--- src/rtl/alu_op_issuer.sv ---
// Issues one RV32I integer/branch instruction to an external combinational ALU:
// decode and register operands, let the ALU settle for a cycle, then hold the result until taken.
module alu_op_issuer #(
    parameter int DATA_WIDTH  = 32,
    parameter int INSTR_WIDTH = 32,
    parameter int CTRL_BITS   = 4
) (
    input  logic                   clk,
    input  logic                   rst_n,
    input  logic                   instr_valid,
    output logic                   instr_ready,
    input  logic [INSTR_WIDTH-1:0] instr,
    input  logic [DATA_WIDTH-1:0]  pc,
    input  logic [DATA_WIDTH-1:0]  rs1_data,
    input  logic [DATA_WIDTH-1:0]  rs2_data,
    output logic [CTRL_BITS-1:0]   alu_ctrl,
    output logic [DATA_WIDTH-1:0]  alu_a,
    output logic [DATA_WIDTH-1:0]  alu_b,
    input  logic [DATA_WIDTH-1:0]  alu_c,
    input  logic                   alu_zero,
    input  logic                   alu_over,
    output logic                   res_valid,
    input  logic                   res_ready,
    output logic [DATA_WIDTH-1:0]  res_data,
    output logic [4:0]             res_rd,
    output logic                   res_we,
    output logic                   res_over,
    output logic                   res_br_taken,
    output logic [DATA_WIDTH-1:0]  res_br_target,
    output logic                   res_illegal
);

    localparam logic [CTRL_BITS-1:0] CTRL_AND = CTRL_BITS'(4'b0000);
    localparam logic [CTRL_BITS-1:0] CTRL_OR  = CTRL_BITS'(4'b0001);
    localparam logic [CTRL_BITS-1:0] CTRL_ADD = CTRL_BITS'(4'b0010);
    localparam logic [CTRL_BITS-1:0] CTRL_SUB = CTRL_BITS'(4'b0110);
    localparam logic [CTRL_BITS-1:0] CTRL_SLT = CTRL_BITS'(4'b0111);
    localparam logic [CTRL_BITS-1:0] CTRL_SGE = CTRL_BITS'(4'b0101);

    localparam logic [6:0] OPC_OP     = 7'b0110011;
    localparam logic [6:0] OPC_OP_IMM = 7'b0010011;
    localparam logic [6:0] OPC_LUI    = 7'b0110111;
    localparam logic [6:0] OPC_AUIPC  = 7'b0010111;
    localparam logic [6:0] OPC_BRANCH = 7'b1100011;

    localparam logic [DATA_WIDTH-1:0] MSB_BIT = {1'b1, {(DATA_WIDTH-1){1'b0}}};

    typedef enum logic [1:0] {S_IDLE, S_EXEC, S_RESP} state_t;
    typedef enum logic [1:0] {BR_NONE, BR_EQ, BR_NE, BR_C0} br_kind_t;

    function automatic logic [DATA_WIDTH-1:0] sext(input logic signed [31:0] v);
        return DATA_WIDTH'(v);
    endfunction

    // Flipping the sign bit turns an unsigned compare into a signed one.
    function automatic logic [DATA_WIDTH-1:0] bias(input logic [DATA_WIDTH-1:0] v);
        return v ^ MSB_BIT;
    endfunction

    logic [6:0]         opcode;
    logic [2:0]         funct3;
    logic [6:0]         funct7;
    logic [4:0]         rd_field;
    logic signed [31:0] i_imm;
    logic signed [31:0] u_imm;
    logic signed [31:0] b_imm;

    assign opcode   = instr[6:0];
    assign rd_field = instr[11:7];
    assign funct3   = instr[14:12];
    assign funct7   = instr[31:25];
    assign i_imm    = {{20{instr[31]}}, instr[31:20]};
    assign u_imm    = {instr[31:12], 12'b0};
    assign b_imm    = {{20{instr[31]}}, instr[7], instr[30:25], instr[11:8], 1'b0};

    logic [CTRL_BITS-1:0]  dec_ctrl;
    logic [DATA_WIDTH-1:0] dec_a;
    logic [DATA_WIDTH-1:0] dec_b;
    logic                  dec_wb;
    logic                  dec_over_en;
    br_kind_t              dec_br;
    logic                  dec_illegal;
    logic [4:0]            dec_rd;
    logic [DATA_WIDTH-1:0] dec_target;

    always_comb begin
        dec_ctrl    = CTRL_AND;
        dec_a       = '0;
        dec_b       = '0;
        dec_wb      = 1'b0;
        dec_over_en = 1'b0;
        dec_br      = BR_NONE;
        dec_illegal = 1'b0;
        case (opcode)
            OPC_OP, OPC_OP_IMM: begin
                dec_a  = rs1_data;
                dec_b  = (opcode == OPC_OP) ? rs2_data : sext(i_imm);
                dec_wb = 1'b1;
                if (opcode == OPC_OP && funct7 == 7'b0100000 && funct3 == 3'b000) begin
                    dec_ctrl    = CTRL_SUB;
                    dec_over_en = 1'b1;
                end else if (opcode == OPC_OP && funct7 != 7'b0000000) begin
                    dec_illegal = 1'b1;
                end else begin
                    case (funct3)
                        3'b000: begin
                            dec_ctrl    = CTRL_ADD;
                            dec_over_en = 1'b1;
                        end
                        3'b111: dec_ctrl = CTRL_AND;
                        3'b110: dec_ctrl = CTRL_OR;
                        3'b011: dec_ctrl = CTRL_SLT;
                        3'b010: begin
                            dec_ctrl = CTRL_SLT;
                            dec_a    = bias(dec_a);
                            dec_b    = bias(dec_b);
                        end
                        default: dec_illegal = 1'b1;
                    endcase
                end
            end
            OPC_LUI: begin
                dec_ctrl = CTRL_ADD;
                dec_b    = sext(u_imm);
                dec_wb   = 1'b1;
            end
            OPC_AUIPC: begin
                dec_ctrl = CTRL_ADD;
                dec_a    = pc;
                dec_b    = sext(u_imm);
                dec_wb   = 1'b1;
            end
            OPC_BRANCH: begin
                dec_a = rs1_data;
                dec_b = rs2_data;
                case (funct3)
                    3'b000: begin
                        dec_ctrl = CTRL_SUB;
                        dec_br   = BR_EQ;
                    end
                    3'b001: begin
                        dec_ctrl = CTRL_SUB;
                        dec_br   = BR_NE;
                    end
                    3'b100: begin
                        dec_ctrl = CTRL_SLT;
                        dec_br   = BR_C0;
                        dec_a    = bias(rs1_data);
                        dec_b    = bias(rs2_data);
                    end
                    3'b101: begin
                        dec_ctrl = CTRL_SGE;
                        dec_br   = BR_C0;
                        dec_a    = bias(rs1_data);
                        dec_b    = bias(rs2_data);
                    end
                    3'b110: begin
                        dec_ctrl = CTRL_SLT;
                        dec_br   = BR_C0;
                    end
                    3'b111: begin
                        dec_ctrl = CTRL_SGE;
                        dec_br   = BR_C0;
                    end
                    default: dec_illegal = 1'b1;
                endcase
            end
            default: dec_illegal = 1'b1;
        endcase

        // Illegal instructions present a quiet, all-zero request to the ALU.
        if (dec_illegal) begin
            dec_ctrl    = CTRL_AND;
            dec_a       = '0;
            dec_b       = '0;
            dec_wb      = 1'b0;
            dec_over_en = 1'b0;
            dec_br      = BR_NONE;
        end

        dec_rd     = dec_wb ? rd_field : 5'd0;
        dec_target = (dec_br != BR_NONE) ? (pc + sext(b_imm)) : '0;
    end

    state_t                state_q, state_d;
    logic [CTRL_BITS-1:0]  alu_ctrl_q, alu_ctrl_d;
    logic [DATA_WIDTH-1:0] alu_a_q, alu_a_d;
    logic [DATA_WIDTH-1:0] alu_b_q, alu_b_d;
    logic                  wb_q, wb_d;
    logic                  over_en_q, over_en_d;
    br_kind_t              br_q, br_d;
    logic                  illegal_q, illegal_d;
    logic [4:0]            rd_q, rd_d;
    logic [DATA_WIDTH-1:0] target_q, target_d;

    logic [DATA_WIDTH-1:0] res_data_q, res_data_d;
    logic [4:0]            res_rd_q, res_rd_d;
    logic                  res_we_q, res_we_d;
    logic                  res_over_q, res_over_d;
    logic                  res_br_taken_q, res_br_taken_d;
    logic [DATA_WIDTH-1:0] res_br_target_q, res_br_target_d;
    logic                  res_illegal_q, res_illegal_d;

    always_comb begin
        state_d         = state_q;
        alu_ctrl_d      = alu_ctrl_q;
        alu_a_d         = alu_a_q;
        alu_b_d         = alu_b_q;
        wb_d            = wb_q;
        over_en_d       = over_en_q;
        br_d            = br_q;
        illegal_d       = illegal_q;
        rd_d            = rd_q;
        target_d        = target_q;
        res_data_d      = res_data_q;
        res_rd_d        = res_rd_q;
        res_we_d        = res_we_q;
        res_over_d      = res_over_q;
        res_br_taken_d  = res_br_taken_q;
        res_br_target_d = res_br_target_q;
        res_illegal_d   = res_illegal_q;
        case (state_q)
            S_IDLE: begin
                if (instr_valid) begin
                    state_d    = S_EXEC;
                    alu_ctrl_d = dec_ctrl;
                    alu_a_d    = dec_a;
                    alu_b_d    = dec_b;
                    wb_d       = dec_wb;
                    over_en_d  = dec_over_en;
                    br_d       = dec_br;
                    illegal_d  = dec_illegal;
                    rd_d       = dec_rd;
                    target_d   = dec_target;
                end
            end
            S_EXEC: begin
                // ALU outputs have had a full cycle to settle on the registered operands.
                state_d         = S_RESP;
                res_data_d      = wb_q ? alu_c : '0;
                res_rd_d        = rd_q;
                res_we_d        = wb_q && (rd_q != 5'd0);
                res_over_d      = over_en_q && alu_over;
                res_br_target_d = target_q;
                res_illegal_d   = illegal_q;
                case (br_q)
                    BR_EQ:   res_br_taken_d = alu_zero;
                    BR_NE:   res_br_taken_d = !alu_zero;
                    BR_C0:   res_br_taken_d = alu_c[0];
                    default: res_br_taken_d = 1'b0;
                endcase
            end
            S_RESP: begin
                if (res_ready) begin
                    state_d = S_IDLE;
                end
            end
            default: state_d = S_IDLE;
        endcase
    end

    always_ff @(posedge clk or negedge rst_n) begin
        if (!rst_n) begin
            state_q         <= S_IDLE;
            alu_ctrl_q      <= '0;
            alu_a_q         <= '0;
            alu_b_q         <= '0;
            wb_q            <= 1'b0;
            over_en_q       <= 1'b0;
            br_q            <= BR_NONE;
            illegal_q       <= 1'b0;
            rd_q            <= '0;
            target_q        <= '0;
            res_data_q      <= '0;
            res_rd_q        <= '0;
            res_we_q        <= 1'b0;
            res_over_q      <= 1'b0;
            res_br_taken_q  <= 1'b0;
            res_br_target_q <= '0;
            res_illegal_q   <= 1'b0;
        end else begin
            state_q         <= state_d;
            alu_ctrl_q      <= alu_ctrl_d;
            alu_a_q         <= alu_a_d;
            alu_b_q         <= alu_b_d;
            wb_q            <= wb_d;
            over_en_q       <= over_en_d;
            br_q            <= br_d;
            illegal_q       <= illegal_d;
            rd_q            <= rd_d;
            target_q        <= target_d;
            res_data_q      <= res_data_d;
            res_rd_q        <= res_rd_d;
            res_we_q        <= res_we_d;
            res_over_q      <= res_over_d;
            res_br_taken_q  <= res_br_taken_d;
            res_br_target_q <= res_br_target_d;
            res_illegal_q   <= res_illegal_d;
        end
    end

    assign instr_ready   = (state_q == S_IDLE);
    assign res_valid     = (state_q == S_RESP);
    assign alu_ctrl      = alu_ctrl_q;
    assign alu_a         = alu_a_q;
    assign alu_b         = alu_b_q;
    assign res_data      = res_data_q;
    assign res_rd        = res_rd_q;
    assign res_we        = res_we_q;
    assign res_over      = res_over_q;
    assign res_br_taken  = res_br_taken_q;
    assign res_br_target = res_br_target_q;
    assign res_illegal   = res_illegal_q;

endmodule
--- config.mk ---
export PLATFORM = sky130hd
export DESIGN_NAME = alu_op_issuer
export DESIGN_NICKNAME = d
export VERILOG_FILES = /design/src/rtl/alu_op_issuer.sv
export SDC_FILE = /design/constraint.sdc
export NUM_CORES = 1
export LEC_CHECK = 0
export CAP_MARGIN = 10
export CORE_MARGIN = 5
export CORE_UTILIZATION = 25
export DETAILED_ROUTE_END_ITERATION = 10
export HOLD_SLACK_MARGIN = 0.06
export SYNTH_ARGS = -nofsm -noshare
export SYNTH_HDL_FRONTEND = slang
export SYNTH_SLANG_ARGS = --single-unit
--- constraint.sdc ---
create_clock -name clk -period 2.2 [get_ports clk]
set_input_delay 0.22 -clock clk [delete_from_list [all_inputs] [get_ports clk]]
set_output_delay 0.22 -clock clk [all_outputs]
set_load 0.1 [all_outputs]
==> metrics.cfg, run 1 <==
[placement]
portBuffers = 307
dp.cells = 1815
dp_slack_ns = -0.720
hpwl_um = 26500
gp_congestion = 0.866
place_area_mm2 = 0.0137

[floorplan]
ioPinCount = 309
dieArea_mm2 = 0.0410
coreArea_mm2 = 0.0366
die_w_um = 202
start_util = 0.253
die_y_um = 202
core.rowCount = 70

[synth]
async_reset_ff_frac = 1.00
ys_ff_latch = 184
syn-num-nets = 1150
synth_cell_types = 68
syn-cell-area_mm2 = 0.00926
yosys_warnings = 0
synthFlopType = dfrtp_1
synth_area_per_cell_um2 = 9.72
synth-seq-area-share = 0.497
synthCells = 953
synth_edf_count = 0

[drt]
antenna_left = 0
drt_first_iter_violations = 369
vias_per_cell = 4.71
drt-pass1-iter-count = 5
num_vias = 8733
post_drt_wl_per_cell_um = 18.4
drc = 0
wirelength_um = 34100

[clock_network]
clock_latency_ns = 0.45
htree_levels = 4
cts_buffers = 17
cts_buffer_depth = 2
cts.sinks = 184
clk_pin_slew_ns = 0.07
cts_root_buf = clkbuf_16
cts_tree = built

[outcome]
status = finished clean

[power]
p_per_area_mw_per_mm2 = 700
ir_drop_uv = 485
p_leak_nw = 6.74
total_power_mw = 10.3

[timing]
slew_headroom = 0.541
finalCritPeriodShare = 0.960
hold_viol = 0
fin_ws_ns = 0.0879
setup_tns_ns = 0
tightest_slew_ns = 0.688
finClkSkew_ns = 0.0106
rsz0062_at_grt = false
setup_violations = 0
timing.fmax_mhz = 473
min_period_ns = 2.11
maxSlewViolCount = 0

[grt]
grt_max_degree = 70
globalRouteOverflowTotal = 0
gr-usage-all-layers = 0.164
first_global_vias = 9123
grt_pass1_wl_um = 52900
antenna_found_initial = 4

[setup_path]
critPathCaptureType = register
worstPathArrival_ns = 2.45
crit_path_start_kind = input port
worst_ep_required_time_ns = 2.54
ff2ff_path_depth = 7
critical_path_class = in2reg
path_max_fanout = 3

[layout]
fillerInstances = 3624
seq_area_mm2 = 0.00460
drive_above_1_share = 0.304
final_common_cell = buf_4
layout_common_cells = buf_4 (286), nand2_1 (192), dfrtp_1 (184), o21ai_0 (143), clkdlybuf4s50_1 (137)
syn_to_final_growth_pct = 58.2
multi_input_area_mm2 = 0.00471
fin_cells = 1855
finalInstanceArea_mm2 = 0.0147
fin_nets = 1569

[job]
maxCapViolCount = 0

[min_path]
whs_path_depth = 2
hp-class = in2reg

==> through the flow <==
stage          utilization  hold slack [ns]
2_1_floorplan            -          -0.0756
3_3_place_gp         0.373            0.300
3_5_place_dp         0.373            0.299
4_1_cts              0.396            0.230
5_1_grt              0.400           0.0683
6_report             0.400           0.0741
==> worst paths after layout <==
check	startpoint	end	slack [ns]
max in group asynchronous	rst_n	res_data[25]	1.14
min	instr[9]	rd_q[2]	0.07
min in group asynchronous	rst_n	alu_a[18]	0.36
max reg2reg	state_q[0]	alu_a[22]	0.36
min reg2reg	res_data[27]	res_data[27]	0.48
max	instr[8]	target_q[31]	0.09
==> power breakdown <==
part           switching (mW)  internal, mW
Combinational            2.13          1.15
Clock                    1.51          1.88
Sequential             0.0867          3.50
Total                    3.73          6.53
==> repair_timing <==
item | CTS | global route
pin swaps | 7 | 11
cloned | 1 | 0
gates resized for setup | 30 | 32
endpoints found under the hold margin | 64 | 0
hold buffers | 1 | 0
setup buffers | 1 | 3
endpoints found under the setup margin | 12 | 18
==> final cells by class <==
type / count / area share
antenna: 2 / 0.000342
clock buffer: 18 / 0.0300
clock inverter: 14 / 0.0141
inverter: 7 / 0.00179
multi-input combinational: 698 / 0.321
sequential: 184 / 0.314
tap: 468 / 0.0400
timing repair buffer: 464 / 0.278
==> per-layer routing <==
layer / global-route usage / share of wire
met2: 0.270 / 0.47
met3: 0.0402 / 0.058
met1: 0.214 / 0.45
met4: 0.0485 / 0.017
met5: 0 / 0.00079
==> worst max-delay path, cell delays in order <==
cell           delay [ns]
dlygate4sd2_1        0.27
ha_4                 0.19
fa_2                 0.35
a21o_1               0.23
a221oi_4             0.36
o211a_4              0.22
a21oi_4              0.07
a311oi_2             0.24
xnor2_1              0.11
a22o_1               0.18
==> cell usage after synthesis, types with 15 or more instances <==
master	count	area, um2
xnor2_1	15	131
ha_1	30	375
a22oi_1	43	323
nor2_1	26	97.6
clkbuf_1	51	191
mux2_2	38	428
nand2_1	193	724
dfrtp_1	184	4600
a221oi_1	19	166
o21ai_0	145	726
xor2_1	17	149
a21oi_1	35	175
==> registers in the layout, summed over array words and instances (netlist names), 3 cells and up <==
signal         cells
target_q          32
alu_ctrl           3
alu_b             32
res_data          32
alu_a             32
rd_q               5
res_br_target     32
res_rd             5
==> cells by family (layout without fill, tap and decap cells) <==
family          count (synthesis)  count (layout)  share of synthesized area
other cells                     1               3                   0.000405
simple gates                  270             270                      0.125
fa+ha+maj                      31              31                     0.0427
buf+inv                        71             503                     0.0317
xor+xnor                       32              32                     0.0303
flops                         184             184                      0.497
mux                            40              40                     0.0484
compound gates                324             324                      0.225
No activity file was read; power rests on OpenSTA's default activity.
==> run 2, diff against run 1 <==
--- a/config.mk
+++ b/config.mk
@@ -5,11 +5,10 @@
 export SDC_FILE = /design/constraint.sdc
 export NUM_CORES = 1
 export LEC_CHECK = 0
-export CAP_MARGIN = 10
-export CORE_MARGIN = 5
 export CORE_UTILIZATION = 25
 export DETAILED_ROUTE_END_ITERATION = 10
 export HOLD_SLACK_MARGIN = 0.06
+export SLEW_MARGIN = 20
 export SYNTH_ARGS = -nofsm -noshare
 export SYNTH_HDL_FRONTEND = slang
 export SYNTH_SLANG_ARGS = --single-unit
==> run 2 against run 1 <==
Compared with the run above: core utilization increased by 0.29 points; wire length down 3.6%; final cell count is essentially flat; critical path depth unchanged; hold slack gained 0.062 ns; largest power group unchanged; highest routed layer is now met4.
==> metrics.cfg, run 2 (same netlist as run 1, synthesis figures left out) <==
[grt]
grt_pass1_wl_um = 50300  ; -4.9%
globalRouteOverflowTotal = 0  ; unchanged
grt_max_degree = 69  ; -1.4%
first_global_vias = 8656  ; -5.1%
gr-usage-all-layers = 0.173  ; +0.00911
antenna_found_initial = 1  ; -3

[timing]
setup_tns_ns = 0  ; unchanged
timing.fmax_mhz = 474  ; +0.11%
fin_hold_ws_ns = 0.136  ; +0.0619 ns
finalCritPeriodShare = 0.959  ; -0.00102
slew_headroom = 0.491  ; -0.0500
fin_ws_ns = 0.0901  ; +0.00224 ns
min_period_ns = 2.11  ; -0.00224 ns
hold_viol = 0  ; unchanged
setup_violations = 0  ; unchanged
tightest_slew_ns = 0.763  ; +0.0750 ns
finClkSkew_ns = 0.0147  ; +0.00415 ns
maxSlewViolCount = 0  ; unchanged
rsz0062_at_grt = false

[layout]
final_common_cell = buf_4
fin_cells = 1854  ; -0.054%
fin_nets = 1570  ; +0.064%
drive_above_1_share = 0.320  ; +0.0159
layout_common_cells = buf_4 (285), nand2_1 (190), dfrtp_1 (184), clkdlybuf4s50_1 (140), o21ai_0 (134)
final_util = 0.403  ; +0.00295
syn_to_final_growth_pct = 59.0

[min_path]
holdCritStartpoint = instr[10]
hp-class = in2reg
whs_path_depth = 2  ; unchanged
min_to = rd_q[3]

[clock_network]
cts.sinks = 184  ; unchanged
cts_buffers = 17  ; unchanged
cts_buffer_depth = 2  ; unchanged
htree_levels = 4  ; unchanged
clock_latency_ns = 0.45  ; about the same
clk_pin_slew_ns = 0.07  ; about the same
cts_root_buf = clkbuf_16
cts_tree = built

[power]
p_per_area_mw_per_mm2 = 667  ; -4.8%
ir_drop_uv = 467  ; -3.7%
p_leak_nw = 6.70  ; -0.54%

[setup_path]
r2r-start = state_q[0]
rrSetupSlack_ns = 0.46  ; +0.10 ns
crit_path_start_kind = input port
worst_ep_required_time_ns = 2.53  ; about the same
critPathCaptureType = register
ff2ff_path_depth = 8  ; +1
reg2reg_to = target_q[26]
path_max_fanout = 3  ; unchanged
worstPathArrival_ns = 2.44  ; about the same
critical_path_class = in2reg

[placement]
hpwl_um = 25000  ; -5.7%
dp_slack_ns = -0.726  ; -0.00635 ns
dp.cells = 1813  ; -0.11%
gp_congestion = 0.854  ; -1.4%
portBuffers = 307  ; unchanged

[floorplan]
dieArea_mm2 = 0.0378  ; -7.7%
core.rowCount = 70  ; unchanged
die_y_um = 194  ; -4.0%
coreArea_mm2 = 0.0365  ; -0.24%
ioPinCount = 309  ; unchanged
die_w_um = 194  ; -4.0%
start_util = 0.254  ; +0.000607

[drt]
drc = 0  ; unchanged
vias_per_cell = 4.71  ; +0.11%
antenna_left = 0  ; unchanged
post_drt_wl_per_cell_um = 17.7  ; -3.5%
drt-pass1-iter-count = 5  ; unchanged
wirelength_um = 32900  ; -3.6%
num_vias = 8738  ; +0.057%
drt_first_iter_violations = 356  ; -3.5%

[job]
maxCapViolCount = 0  ; unchanged

[outcome]
status = finished clean

==> run 2: final cells by class <==
type	count	area, um2
inverter	7	26.3
multi-input combinational	698	4870
timing repair buffer	465	4100
clock inverter	11	95.1
tap	468	586
sequential	184	4600
fill	3567	21800
antenna	1	2.50
clock buffer	20	437
==> run 2: timing repair <==
item / CTS / global route
pin swaps: 7 / 20
setup buffers: 1 / 9
setup endpoints to repair: 14 / 85
hold buffers: 1 / 0
endpoints found under the hold margin: 40 / 0
gates resized for setup: 34 / 75
==> run 2: per-layer routing <==
metal	vias up	wire, um	GRT usage
li1	4267	-	-
met1	4209	15100	0.225
met2	238	15600	0.285
met3	24	1590	0.0408
met4	0	544	0.0453
met5	-	0	0
==> run 2: worst max-delay path by stage <==
stage	depth (start not counted)	to	start
floorplan	9	target_q[31]	instr[8]
global placement	10	target_q[31]	instr[9]
detailed placement	10	target_q[31]	instr[9]
CTS	12	target_q[31]	instr[31]
global route	10	target_q[31]	pc[2]
finish	10	target_q[31]	pc[2]
==> run 2: report_power, final <==
part / switching (mW) / internal (mW) / leakage [nW]
Clock: 1.44 / 1.46 / 0.249
Sequential: 0.0849 / 3.50 / 2.56
Combinational: 2.15 / 1.18 / 3.90
==> run 2: stage by stage <==
stage          area [um2]  power (mW)
5_1_grt             14700        10.3
2_1_floorplan        9310        5.57
6_report            14700        9.82
3_5_place_dp        13600        6.85
3_3_place_gp        13600        6.83
4_1_cts             14400        9.87
==> run 2: critical path, cell delays in order <==
cell and delay [ns]:
clkdlybuf4s15_1 0.21, buf_4 0.16, fa_2 0.37, a21o_1 0.23, a221oi_4 0.38, o211a_4 0.23
a21oi_4 0.08, a311oi_2 0.30, xnor2_1 0.09, a22o_1 0.18
==> run 3, diff against run 2 <==
--- a/config.mk
+++ b/config.mk
@@ -5,6 +5,8 @@
 export SDC_FILE = /design/constraint.sdc
 export NUM_CORES = 1
 export LEC_CHECK = 0
+export ABC_AREA = 1
+export CORE_ASPECT_RATIO = 0.6
 export CORE_UTILIZATION = 25
 export DETAILED_ROUTE_END_ITERATION = 10
 export HOLD_SLACK_MARGIN = 0.06
==> constraint.sdc (replaced) <==
create_clock -name clk -period 2.2 [get_ports clk]
set_input_delay 0.44 -clock clk [delete_from_list [all_inputs] [get_ports clk]]
set_output_delay 0.44 -clock clk [all_outputs]
set_load 0.1 [all_outputs]
==> run 3 against run 2 <==
Compared with the run above: maximum frequency down 2.9%; core utilization down 2.1 points; worst setup slack worse by 0.063 ns; count of clock-buffer cells in the layout down 3; clock skew down 0.0025 ns; non-clock buffer count up 2; hold slack better by 0.34 ns; sequential share of layout area down 2.6 points; final cell count up 38%; cell area up 9.2%; sequential power down 3%; area after synthesis up 16%.
==> metrics.cfg, run 3 <==
[floorplan]
ioPinCount = 309  ; unchanged
start_util = 0.254  ; +0.000845
core.rowCount = 58  ; -17%
coreArea_mm2 = 0.0421  ; +15%
die_y_um = 162  ; -17%
die_w_um = 269  ; +38%
dieArea_mm2 = 0.0437  ; +16%

[synth]
yosys_warnings = 0  ; unchanged
synth_area_per_cell_um2 = 6.87  ; -29%
syn-num-nets = 1756  ; +53%
synth_edf_count = 0  ; unchanged
syn-cell-area_mm2 = 0.0107  ; +16%
synth_common_cells = nand2_1 (727), dfrtp_1 (184), inv_1 (154), o21ai_0 (134), nand3_1 (94)
synth-seq-area-share = 0.430  ; -0.0672
synth_top_area_share = 0.430  ; -0.0672
synthCells = 1559  ; +64%
synthFlopType = dfrtp_1
yosysTopAreaCell = dfrtp_1
synth_most_common_cell = nand2_1
synth_cell_types = 38  ; -44%
async_reset_ff_frac = 1.00  ; unchanged
ys_ff_latch = 184  ; unchanged
synth_area_leaders = dfrtp_1 (43%), nand2_1 (25%), o21ai_0 (6.3%), inv_1 (5.4%), nand3_1 (4.4%)

[setup_path]
path_delay_family = simple AND/OR/NAND/NOR gates
crit_path_start_kind = input port
max_stage_delay_ns = 0.50  ; +0.12 ns
critPathCaptureType = register
worstPathArrival_ns = 2.50  ; +0.06 ns
ff2ff_path_depth = 8  ; unchanged
slowest_stage = clkdlybuf4s50_1
critical_path_class = in2reg
path_max_fanout = 4  ; +1
r2r-start = state_q[0]
critPathBufInv = 3  ; +1
reg2reg_to = target_q[20]
worst_ep_required_time_ns = 2.53  ; about the same
path_cells = clkdlybuf4s50_1 > ha_1 > nand2_1 > inv_1 > nand2_1 > nand2_1 > inv_1 > nand3_2 > nand2_1 > nand3_1 > nand3_1 > o21ai_0
cpMostUsedCell = nand2_1
rrSetupSlack_ns = 0.46  ; about the same

[drt]
num_vias = 11400  ; +31%
vias_per_cell = 4.45  ; -5.5%
antenna_left = 0  ; unchanged
drt_first_iter_violations = 850  ; +140%
drt-pass1-iter-count = 5  ; unchanged
post_drt_wl_per_cell_um = 16.7  ; -5.6%
wirelength_um = 42900  ; +30%
drc = 0  ; unchanged

[timing]
slew_headroom = 0.563  ; +0.0718
maxSlewViolCount = 0  ; unchanged
hold_viol = 0  ; unchanged
timing.fmax_mhz = 460  ; -2.9%
finalCritPeriodShare = 0.988  ; +0.0285
tightest_slew_ns = 0.655  ; -0.108 ns
setup_violations = 0  ; unchanged
finClkSkew_ns = 0.0122  ; -0.00255 ns
min_period_ns = 2.17  ; +0.0627 ns
fin_hold_ws_ns = 0.479  ; +0.343 ns
rsz0062_at_grt = true

[placement]
gp_congestion = 0.994  ; +16%
hpwl_um = 33600  ; +35%
portBuffers = 307  ; unchanged

[power]
p_leak_nw = 8.66  ; +29%
total_power_mw = 9.79  ; -0.30%
ir_drop_uv = 453  ; -3.0%
p_per_area_mw_per_mm2 = 609  ; -8.7%

[layout]
layout_common_cells = nand2_1 (723), buf_4 (281), dfrtp_1 (184), clkdlybuf4s50_1 (160), inv_1 (153)
syn_to_final_growth_pct = 50.1
fin_nets = 2175  ; +39%
drive_above_1_share = 0.188  ; -0.132
final_common_cell = nand2_1
final_util = 0.382  ; -0.0213

[min_path]
hp-class = reg2reg
whs_path_depth = 2  ; unchanged
holdCritStartpoint = target_q[28]
min_to = res_br_target[28]

[grt]
grt_pass1_wl_um = 65200  ; +30%
first_global_vias = 11000  ; +27%
gr-usage-all-layers = 0.195  ; +0.0228
antenna_found_initial = 3  ; +2
grt_max_degree = 73  ; +5.8%
globalRouteOverflowTotal = 0  ; unchanged

[clock_network]
cts.sinks = 184  ; unchanged
htree_levels = 4  ; unchanged
cts_buffer_depth = 2  ; unchanged
cts_buffers = 17  ; unchanged
clk_pin_slew_ns = 0.08  ; about the same
cts_root_buf = clkbuf_16
cts_tree = built
clock_latency_ns = 0.45  ; about the same

[outcome]
status = finished clean

[job]
maxCapViolCount = 0  ; unchanged

[run 3: cell count changes after synthesis, moves of 19 or more]
cell,change
nand3_1,+88
a221oi_1,-19
a22oi_1,-43
mux2_2,-38
inv_1,+147
nor2_1,+23
nand2_1,+534
[run 3: cell families (layout without fill, tap and decap cells)]
| group | count (synthesis) | after routing | share of synthesized area |
|---|---|---|---|
| buffers and inverters | 224 | 656 | 0.0826 |
| AO/OA/AOI/OAI | 205 | 205 | 0.103 |
| other | 1 | 3 | 0.000350 |
| AND/OR/NAND/NOR | 895 | 895 | 0.332 |
| flip-flops | 184 | 184 | 0.430 |
| adder cells (fa/ha/maj) | 31 | 31 | 0.0369 |
| XOR/XNOR | 19 | 19 | 0.0155 |
[run 3: repair_timing]
item	CTS	global route
gates cloned	0	1
hold endpoints to repair	40	0
gates resized for setup	7	17
setup endpoints to repair	4	65
buffers inserted	0	0
hold buffers	1	0
pin swaps	0	3
[run 3: worst max-delay path by stage]
stage / startpoint / end / slack (ns) / cells after the start
2_1_floorplan: state_q[1] / res_valid / 0.06 / 2
3_3_place_gp: instr[28] / target_q[20] / -0.67 / 11
3_5_place_dp: instr[28] / target_q[20] / -0.66 / 11
4_1_cts: instr[31] / target_q[25] / 0.01 / 12
5_1_grt: instr[30] / target_q[20] / -0.009 / 11
6_report: instr[30] / target_q[20] / 0.03 / 12
[run 3: stage by stage]
step / cell area [um2] / TNS [ns] / setup slack, ns / instances
after detailed placement: 15300 / -35.64 / -0.660 / 2527
final: 16100 / 0 / 0.0275 / 2563
after CTS: 16000 / 0 / 0.00959 / 2560
after floorplan: 10700 / 0 / 0.0583 / 1559
after global routing: 16100 / -0.00850 / -0.00850 / 2563
after global placement: 15300 / -32.33 / -0.674 / 2527
[run 3: final cells by class]
type                            count  area, um2
Fill cell                        4422      26000
Clock buffer                       17        425
Tap cell                          570        713
Timing Repair Buffer              467       4190
Multi-Input combinational cell   1151       5340
Clock inverter                     15        204
Antenna cell                        2       5.00
Sequential cell                   184       4600
Inverter                          157        589
[run 3: power breakdown]
group / leakage, nW / internal [mW] / total [mW] / switching (mW)
logic: 5.81 / 1.05 / 2.99 / 1.94
registers: 2.56 / 3.44 / 3.50 / 0.0536
clock network: 0.292 / 1.65 / 3.30 / 1.65
[run 3: worst min-delay path, delay by kind of cell (launching register included)]
kind | cells | cell delay, ns
simple gates | 2 | 0.10
flops | 1 | 0.35
[run 3: per-layer routing]
metal / track usage / part of all wire / wire length [um] / up-vias
met2: 0.295 / 0.43 / 18600 / 330
met5: 0 / 0.00030 / 13 / -
met1: 0.286 / 0.50 / 21400 / 5331
met4: 0.0449 / 0.013 / 546 / 2
li1: - / - / - / 5722
met3: 0.0373 / 0.053 / 2290 / 31
